--- config.mk ---
export PLATFORM = sky130hd
export DESIGN_NAME = pipeline_hazard_ctrl
export DESIGN_NICKNAME = d
export VERILOG_FILES = /design/src/rtl/pipeline_hazard_ctrl.sv
export SDC_FILE = /design/constraint.sdc
export NUM_CORES = 1
export LEC_CHECK = 0
export ABC_AREA = 1
export ABC_CLOCK_PERIOD_IN_PS = 2200
export CAP_MARGIN = 0
export CORE_AREA = 2 2 119 86
export DETAILED_ROUTE_END_ITERATION = 10
export DIE_AREA = 0 0 121 88
export PLACE_DENSITY = 0.66
export RECOVER_POWER = 50
export SYNTH_ARGS = -nofsm -noshare
export SYNTH_HDL_FRONTEND = slang
export SYNTH_SLANG_ARGS = --single-unit
--- constraint.sdc ---
create_clock -name clk -period 2.2 [get_ports clk]
set_clock_uncertainty 0.05 [all_clocks]
set_input_delay 0.44 -clock clk [delete_from_list [all_inputs] [get_ports clk]]
set_output_delay 0.44 -clock clk [all_outputs]
set_load 0.01 [all_outputs]
--- src/rtl/pipeline_hazard_ctrl.sv ---
// Stall/flush controller beside ID: decodes register usage, shadows EX/MEM/WB writers,
// and raises hold, flush and bubble controls for memory waits, redirects and load-use hazards.
module pipeline_hazard_ctrl #(
    parameter int unsigned LOAD_USE_STALL = 1,
    parameter int unsigned CNT_W          = 16
) (
    input  logic             clk,
    input  logic             rst_n,
    input  logic             id_valid,
    input  logic [31:0]      id_inst,
    input  logic             ex_redirect,
    input  logic             mem_busy,
    output logic             pc_stall,
    output logic             ifid_stall,
    output logic             ifid_flush,
    output logic             idex_bubble,
    output logic             exmem_stall,
    output logic [4:0]       MEMrd,
    output logic [4:0]       WBrd,
    output logic             MEMwe_reg,
    output logic             WBwe_reg,
    output logic             MEMre_mem,
    output logic [CNT_W-1:0] stall_cnt,
    output logic [CNT_W-1:0] flush_cnt
);

    localparam logic [6:0] OP_OP     = 7'b0110011;
    localparam logic [6:0] OP_OP32   = 7'b0111011;
    localparam logic [6:0] OP_IMM    = 7'b0010011;
    localparam logic [6:0] OP_IMM32  = 7'b0011011;
    localparam logic [6:0] OP_LOAD   = 7'b0000011;
    localparam logic [6:0] OP_STORE  = 7'b0100011;
    localparam logic [6:0] OP_BRANCH = 7'b1100011;
    localparam logic [6:0] OP_JAL    = 7'b1101111;
    localparam logic [6:0] OP_JALR   = 7'b1100111;
    localparam logic [6:0] OP_LUI    = 7'b0110111;
    localparam logic [6:0] OP_AUIPC  = 7'b0010111;

    typedef struct packed {
        logic       valid;
        logic [4:0] rd;
        logic       we;
        logic       load;
        logic       store;
    } shadow_t;

    shadow_t    id_dec, ex_q, mem_q, wb_q;
    logic       uses_rs1, uses_rs2;
    logic [6:0] opcode;
    logic [4:0] rd, rs1, rs2;
    logic       mem_wait, load_use;

    assign opcode = id_inst[6:0];
    assign rd     = id_inst[11:7];
    assign rs1    = id_inst[19:15];
    assign rs2    = id_inst[24:20];

    always_comb begin
        id_dec   = '0;
        uses_rs1 = 1'b0;
        uses_rs2 = 1'b0;
        if (id_valid) begin
            id_dec.valid = 1'b1;
            id_dec.load  = (opcode == OP_LOAD);
            id_dec.store = (opcode == OP_STORE);
            case (opcode)
                OP_OP, OP_OP32, OP_IMM, OP_IMM32, OP_LOAD,
                OP_JAL, OP_JALR, OP_LUI, OP_AUIPC: id_dec.we = (rd != 5'd0);
                default:                           id_dec.we = 1'b0;
            endcase
            if (id_dec.we)
                id_dec.rd = rd;
            uses_rs1 = !(opcode == OP_JAL || opcode == OP_LUI || opcode == OP_AUIPC);
            uses_rs2 = (opcode == OP_OP) || (opcode == OP_OP32) ||
                       (opcode == OP_BRANCH) || (opcode == OP_STORE);
        end
    end

    assign mem_wait = mem_busy && mem_q.valid && (mem_q.load || mem_q.store);
    assign load_use = (LOAD_USE_STALL != 0) && ex_q.valid && ex_q.load && (ex_q.rd != 5'd0) &&
                      ((uses_rs1 && rs1 == ex_q.rd) || (uses_rs2 && rs2 == ex_q.rd));

    // Memory wait outranks a redirect; a redirect outranks load-use, so no stall is raised then.
    assign exmem_stall = mem_wait;
    assign ifid_flush  = !mem_wait && ex_redirect;
    assign idex_bubble = !mem_wait && (ex_redirect || load_use);
    assign pc_stall    = mem_wait || (!ex_redirect && load_use);
    assign ifid_stall  = pc_stall;

    assign MEMrd     = mem_q.rd;
    assign WBrd      = wb_q.rd;
    assign MEMwe_reg = mem_q.valid && mem_q.we;
    assign WBwe_reg  = wb_q.valid && wb_q.we;
    assign MEMre_mem = mem_q.valid && mem_q.load;

    always_ff @(posedge clk or negedge rst_n) begin
        if (!rst_n) begin
            ex_q  <= '0;
            mem_q <= '0;
            wb_q  <= '0;
        end else if (!mem_wait) begin
            ex_q  <= (ex_redirect || load_use) ? '0 : id_dec;
            mem_q <= ex_q;
            wb_q  <= mem_q;
        end
    end

    always_ff @(posedge clk or negedge rst_n) begin
        if (!rst_n) begin
            stall_cnt <= '0;
            flush_cnt <= '0;
        end else begin
            if (pc_stall && stall_cnt != '1)
                stall_cnt <= stall_cnt + CNT_W'(1);
            if (ifid_flush && flush_cnt != '1)
                flush_cnt <= flush_cnt + CNT_W'(1);
        end
    end

endmodule

# Word-level counts from Yosys, hierarchy flattened
# Index checks and enable logic that the tools add are counted.
dict set report word_totals {
  ram_bits 0
  out_inout_bits 50
  register_bits 57
  rom_bits 0
  latchBits 0
  in_bits 37
  memories 0
  elab_cells 69
}
dict set report op_classes {
  order_cmp 0
  reduce_logical 30
  bitwise 0
  eq_ne 15
  n_addsub 2
  n_mux 7
  multipliers 0
  div 0
  n_shift 0
}
# op count
set op_table {}
lappend op_table {{adder 16 x 1 -> 16 bit, second input constant} 2}
lappend op_table {{!= test 16 bit, second input constant} 2}
lappend op_table {{equality test 7 x 6 -> 1 bit, second input constant} 4}
lappend op_table {{equality test 7 x 5 -> 1 bit, second input constant} 3}
lappend op_table {{equality test 7 bit, second input constant} 3}
lappend op_table {{2-to-1 mux 9 bit} 2}
lappend op_table {{logical AND 1 bit} 15}
lappend op_table {{equality test 5 bit} 2}
lappend op_table {{nonzero test 5 bit} 2}
lappend op_table {{logical OR 1 bit} 9}
lappend op_table {{OR reduction 9 bit} 1}
lappend op_table {{equality test 7 x 2 -> 1 bit, second input constant} 1}
lappend op_table {{2-to-1 mux 5 bit} 1}
lappend op_table {{2-to-1 mux 1 bit} 4}
lappend op_table {{zero test 1 bit} 3}

# Logic depth before layout (Yosys ltp)
dict set report depth {
  ltp_word 11
  ltp_mapped 14
  depth_no_buf 13
}

# Worst setup path after synthesis
# No wires, ideal clock.
dict set report synth_timing {
  path_kind {input to output}
  start {input id_inst[1]}
  end {output pc_stall}
  n_path_buf 2
  slack_ns 0.300
  t_required_ns 1.710
  t_arrival_ns 1.410
  stages 10
  cell_sequence {nand2_1 -> nor2_2 -> nand3_1 -> nand2_1 -> nand3_1 -> nand2_2 -> nand3_2 -> nand2_4 -> buf_6 -> buf_4}
}
dict set report synth_via {
  elab_chain_cells 10
  word_cells_on_any_way 21
  classes_between {7 x eq/ne; 2 x mux; 12 x reduce/logical}
}
# element line
set synth_rtl {}
lappend synth_rtl {{start, declared} 10} ;# input logic [31:0] id_inst,
lappend synth_rtl {{equality test 7 bit, or another cell as far along} 73} ;# uses_rs1 = !(opcode == OP_JAL || opcode == OP_LUI || opcode == OP_AUIPC);
lappend synth_rtl {{logical OR 1 bit (on tied branches) (2 in a row)} {73, 74}}
lappend synth_rtl {{zero test 1 bit / logical OR 1 bit (equally long branches)} {73, 75}}
lappend synth_rtl {{2-to-1 mux 1 bit} 62} ;# if (id_valid) begin
lappend synth_rtl {{logical AND 1 bit} 81} ;# ((uses_rs1 && rs1 == ex_q.rd) || (uses_rs2 && rs2 == ex_q.rd));
lappend synth_rtl {{logical OR 1 bit *} 81}
lappend synth_rtl {{logical AND 1 bit *} 80} ;# assign load_use = (LOAD_USE_STALL != 0) && ex_q.valid && ex_q.load && (ex_q.rd != 5'd0) &&
lappend synth_rtl {{logical AND 1 bit *} 87} ;# assign pc_stall = mem_wait || (!ex_redirect && load_use);
lappend synth_rtl {{logical OR 1 bit *} 87}
lappend synth_rtl {{end, declared} 13} ;# output logic pc_stall,
# Mark *: on every way between the ends. The rest lies on a longest branch, timed or not.

# Worst setup path in the final report
dict set report layout_timing {
  start {input mem_busy}
  end {output ifid_flush}
}
dict set report layout_via {
  elab_chain_cells 4
}
# element line
set layout_rtl {}
lappend layout_rtl {{start, declared} 12} ;# input logic mem_busy,
lappend layout_rtl {{logical AND 1 bit (2 in a row)} 79} ;# assign mem_wait = mem_busy && mem_q.valid && (mem_q.load || mem_q.store);
lappend layout_rtl {{zero test 1 bit} -}
lappend layout_rtl {{logical AND 1 bit} 85} ;# assign ifid_flush = !mem_wait && ex_redirect;
lappend layout_rtl {{end, declared} 15} ;# output logic ifid_flush,
# No other way between the ends.

==> results.md <==
Pwr:
- For this design the static power due to leakage is 2.317 nW.
- The power density relative to cell area is 704.8 mW/mm².
- The maximum ir drop on the vdd rail is 0.4945 mV.
- The power consumption is 3.316 mW.

Synth:
- The number of storage elements in the synthesis netlist is 57.
- The fraction of registers with async set/reset is 100.0%.
- The synthesized net count is 483.
- After synthesis, the largest family of logic cells by area is simple AND/OR/NAND/NOR gates.
- The synthesized-area fraction occupied by adder cells is 0.7474%.
- The synthesized-area fraction occupied by ao, oa, aoi and oai cells is 3.438%.
- The post-synthesis instance area is 0.003348 mm².
- The fraction of synthesized area in multiplexers is 0%.
- A synthesized cell averages 7.541 µm².
- The number of distinct standard cells referenced by the synthesized netlist is 31.
- The synthesized netlist devotes 34.98% of its cell area to simple gates.
- Summed over its instances, the top area cell type makes up 42.60% of the synthesized netlist area.
- Yosys instantiated no cell more often than nand2_1.
- The primary flip-flop cell chosen by synthesis mapping is dfrtp_1.
- The xor and xnor fraction of the mapped netlist area is 8.371%.
- The post-synthesis cell count is 444.
- Sorting the synthesized cells by how often they occur yields 150 x nand2_1, 57 x dfrtp_1, 46 x nand3_1.
- Summed over all instances, the cell type with the most area after synthesis is dfrtp_1.
- By area the synthesized netlist is led by dfrtp_1 43%, nand2_1 17%, nand3_1 6.9%, xor2_1 5.2%, inv_1 4.9%.
- The count of flip-flops with a built-in enable after synthesis is 0.
- The number of warnings issued by yosys is 0.
- The sequential-to-total area share from yosys stat is 42.60%.

Worst setup path:
- The critical path data required time is 1.71 ns.
- The longest individual stage delay on the worst path is 0.46 ns.
- In this design, the largest share of critical-path delay is due to buffers and inverters.
- The top fanout value on the critical path is 5.
- Data arrives at the worst endpoint at 1.67 ns.
- Walking the worst path, the cells encountered are clkdlybuf4s50_1 > nand3_1 > inv_4 > nor2_4 > dlygate4sd2_1.
- The critical path endpoint category is a primary output.
- The cell with the largest stage delay on the worst path is clkdlybuf4s50_1.
- The kind of launch point of the worst setup path is an input pin.
- Counting both buffers and inverters, the worst setup path holds a total of 3.
- The setup path with the least slack is of type in2out.

Outcome:
- The run finished with clean final reports.

Drt:
- In the final routed layout, each cell accounts on average for 12.54 µm.
- Wires add up to 8.386 mm.
- The number of iterations in the first detailed-routing pass is 5.
- In this run, the number of DRC markers left after iteration 0 of detailed routing was 173.
- Using the TritonRoute via totals, the vias-per-cell ratio works out to 4.634.
- The count of nets left with antenna violations once routing finished came out at 0.
- Summing over every cut layer, the via total after detailed routing is 3100.
- After detailed routing, the number of remaining DRC violations is 0.

STA:
- The final number of hold-violating endpoints is 0.
- The transition time of the tightest slew-check pin is 1.010 ns.
- Setup violations remaining at the end of the flow were counted as 0.
- Based on the critical path, the design can be clocked at up to 462.5 MHz.
- The worst pin sits at a relative slew slack of 32.65%.
- The worst path needs 2.162 ns of the cycle, external delays included.
- The post-layout worst setup margin is 0.03780 ns.
- The final max-slew violation count was 0.
- The portion of the clock cycle consumed by the worst path in the final layout is 98.28%.
- The final-layout worst hold slack is 0.2163 ns.
- Setup repair after global routing could not meet its margin everywhere.

Run:
- The tool flagged a number of max-cap violations equal to 0.

Clocking:
- The hold buffer count at cts is 0.
- The total CTS buffers is 9.
- The H-tree was split into 3 levels.
- The buffer depth of the longest clock path is 2.
- The CTS clock-pin slew for the worst setup and hold paths is 0.05 ns.
- The tree built by TritonCTS fans out to 57 sinks.
- TritonCTS built the clock tree.
- The source-to-sink clock delay at the later pin of the worst-skew pair is 0.32 ns.
- The cell sitting at the root of the clock tree is a clkbuf_16.

Placement:
- The placed instances occupy a cell area of 0.004308 mm².
- The count of buffers added on input and output ports is 76.
- The setup slack after placement is -0.5619 ns.
- Routability-driven placement finished with a final weighted congestion of 0.9055.
- The half-perimeter wire length after detailed placement is 6.228 mm.

Floorplanning:
- The floorplan has 30 rows.
- The floorplan step defined a core boundary enclosing 0.009497 mm².
- For this configuration, the core starts out at a cell density of 35.26%.
- The vertical die dimension is 88 µm.
- The die width is 121 µm.
- The number of ports placed on the die boundary is 87.
- The area of the die is 0.01065 mm².

Finish:
- The cell area after layout is 0.004706 mm².
- The proportion of layout cells with a drive suffix above 1 is 14.42%.
- Compared with the post-synthesis result, the final layout area differs by 40.55%.
- Fill cells in the final layout number 927.
- In the final design database the tool counted 575 nets.
- The number of diodes is 0.

GRT:
- In the global route stage, overall resource usage came out at 16.52%.
- The wire length of the first global-routing pass is 13.91 mm.
- The number of antenna violations at the first check in global routing came to 0.
- Entering global routing, the biggest net connects 29 pins.
- After global routing the overflow that remains totals 0.
- The via count of the first global-routing pass is 2911.

Worst hold path:
- The type of the most critical hold path is in2async.
## final cells by class
cell class | count | area [µm²] | share of cell area (%)
clock buffers | 9 | 225.2 | 4.786
clock inverters | 7 | 118.9 | 2.526
inverters | 47 | 178.9 | 3.802
multi-input cells | 319 | 1645 | 34.96
flip-flops and latches | 57 | 1428 | 30.34
well taps | 128 | 160.2 | 3.403
repair buffers | 102 | 949.7 | 20.18
## layer usage
| layer | up-vias | GRT usage, % | share of wire, % |
|---|---|---|---|
| met1 | 1445 | 23.48 | 49 |
| met2 | 73 | 25.13 | 45 |
| li1 | 1576 | - | - |
| met4 | 0 | 4.123 | 0.79 |
| met5 | - | 0 | 0 |
| met3 | 6 | 4.297 | 5.3 |
## flip-flops by register name, summed over array words and instances, names as in the netlist
signal     count
flush_cnt     16
stall_cnt     16
ex_q           9
MEMrd          5
WBrd           5
mem_q          4
wb_q           2
## cell usage in the layout, fill, tap and decap left out, types with 3 or more instances in the layout
cell type	count
buf_4	20
buf_6	3
bufinv_16	3
clkbuf_1	3
clkbuf_16	9
clkdlybuf4s50_1	50
dfrtp_1	56
dlygate4sd2_1	11
dlygate4sd3_1	6
dlymetal6s2s_1	5
inv_1	40
inv_2	5
nand2_1	148
nand2_2	4
nand3_1	42
nand3_2	6
nand4_1	7
nor2_1	30
nor2_2	5
nor3_1	9
nor3_2	3
o21ai_0	12
o21ai_1	3
o21ai_2	3
xnor2_1	12
xor2_1	20
## metrics by stage
stage / instances / setup TNS (ns) / util, %
finish: 669 / 0 / 49.55
global route: 669 / -0.1274 / 49.55
CTS: 669 / 0 / 49.67
detailed placement: 650 / -4.837 / 45.36
global placement: 650 / -3.582 / 45.36
floorplan: 444 / 0 / -
## worst reg2reg max path, delay by kind of cell, from the launching register on
| family | cells | cell delay, ns |
|---|---|---|
| fa+ha+maj | 1 | 0.25 |
| flops | 1 | 0.46 |
| simple gates | 6 | 1.16 |
## power breakdown
| group | total (mW) | switching (mW) | internal (mW) |
|---|---|---|---|
| clock | 1.59 | 0.487 | 1.10 |
| combinational | 0.483 | 0.230 | 0.253 |
| sequential | 1.24 | 0.118 | 1.12 |
| total | 3.32 | 0.835 | 2.48 |
## kinds of logic (layout without fill, tap and decap cells)
kind of cell | count (synthesis) | count (layout)
and+or+nand+nor | 265 | 265
buffers and inverters | 68 | 165
DFF | 57 | 57
xor gates and xnor gates | 32 | 32
AOI/OAI and AO/OA | 20 | 20
adders and majority gates | 2 | 2
## timing repair
item	4_1_cts	5_1_grt
gates resized for setup	44	11
cloned	0	0
setup buffers	3	0
setup endpoints to repair	5	8
pin swaps	10	10
## path summary, 6_finish.rpt
check	startpoint	endpoint	slack (ns)	depth (start not counted)
max in group asynchronous	rst_n	ex_q[7]	0.60	2
setup / recovery	mem_busy	ifid_flush	0.04	5
min in group clk	WBrd[1]	WBrd[1]	0.41	2
setup reg to reg	stall_cnt[0]	stall_cnt[1]	0.22	7
hold reg to reg	WBrd[1]	WBrd[1]	0.41	2
hold / removal	rst_n	flush_cnt[9]	0.22	1
Note: power is estimated with default switching activity, not from simulation.
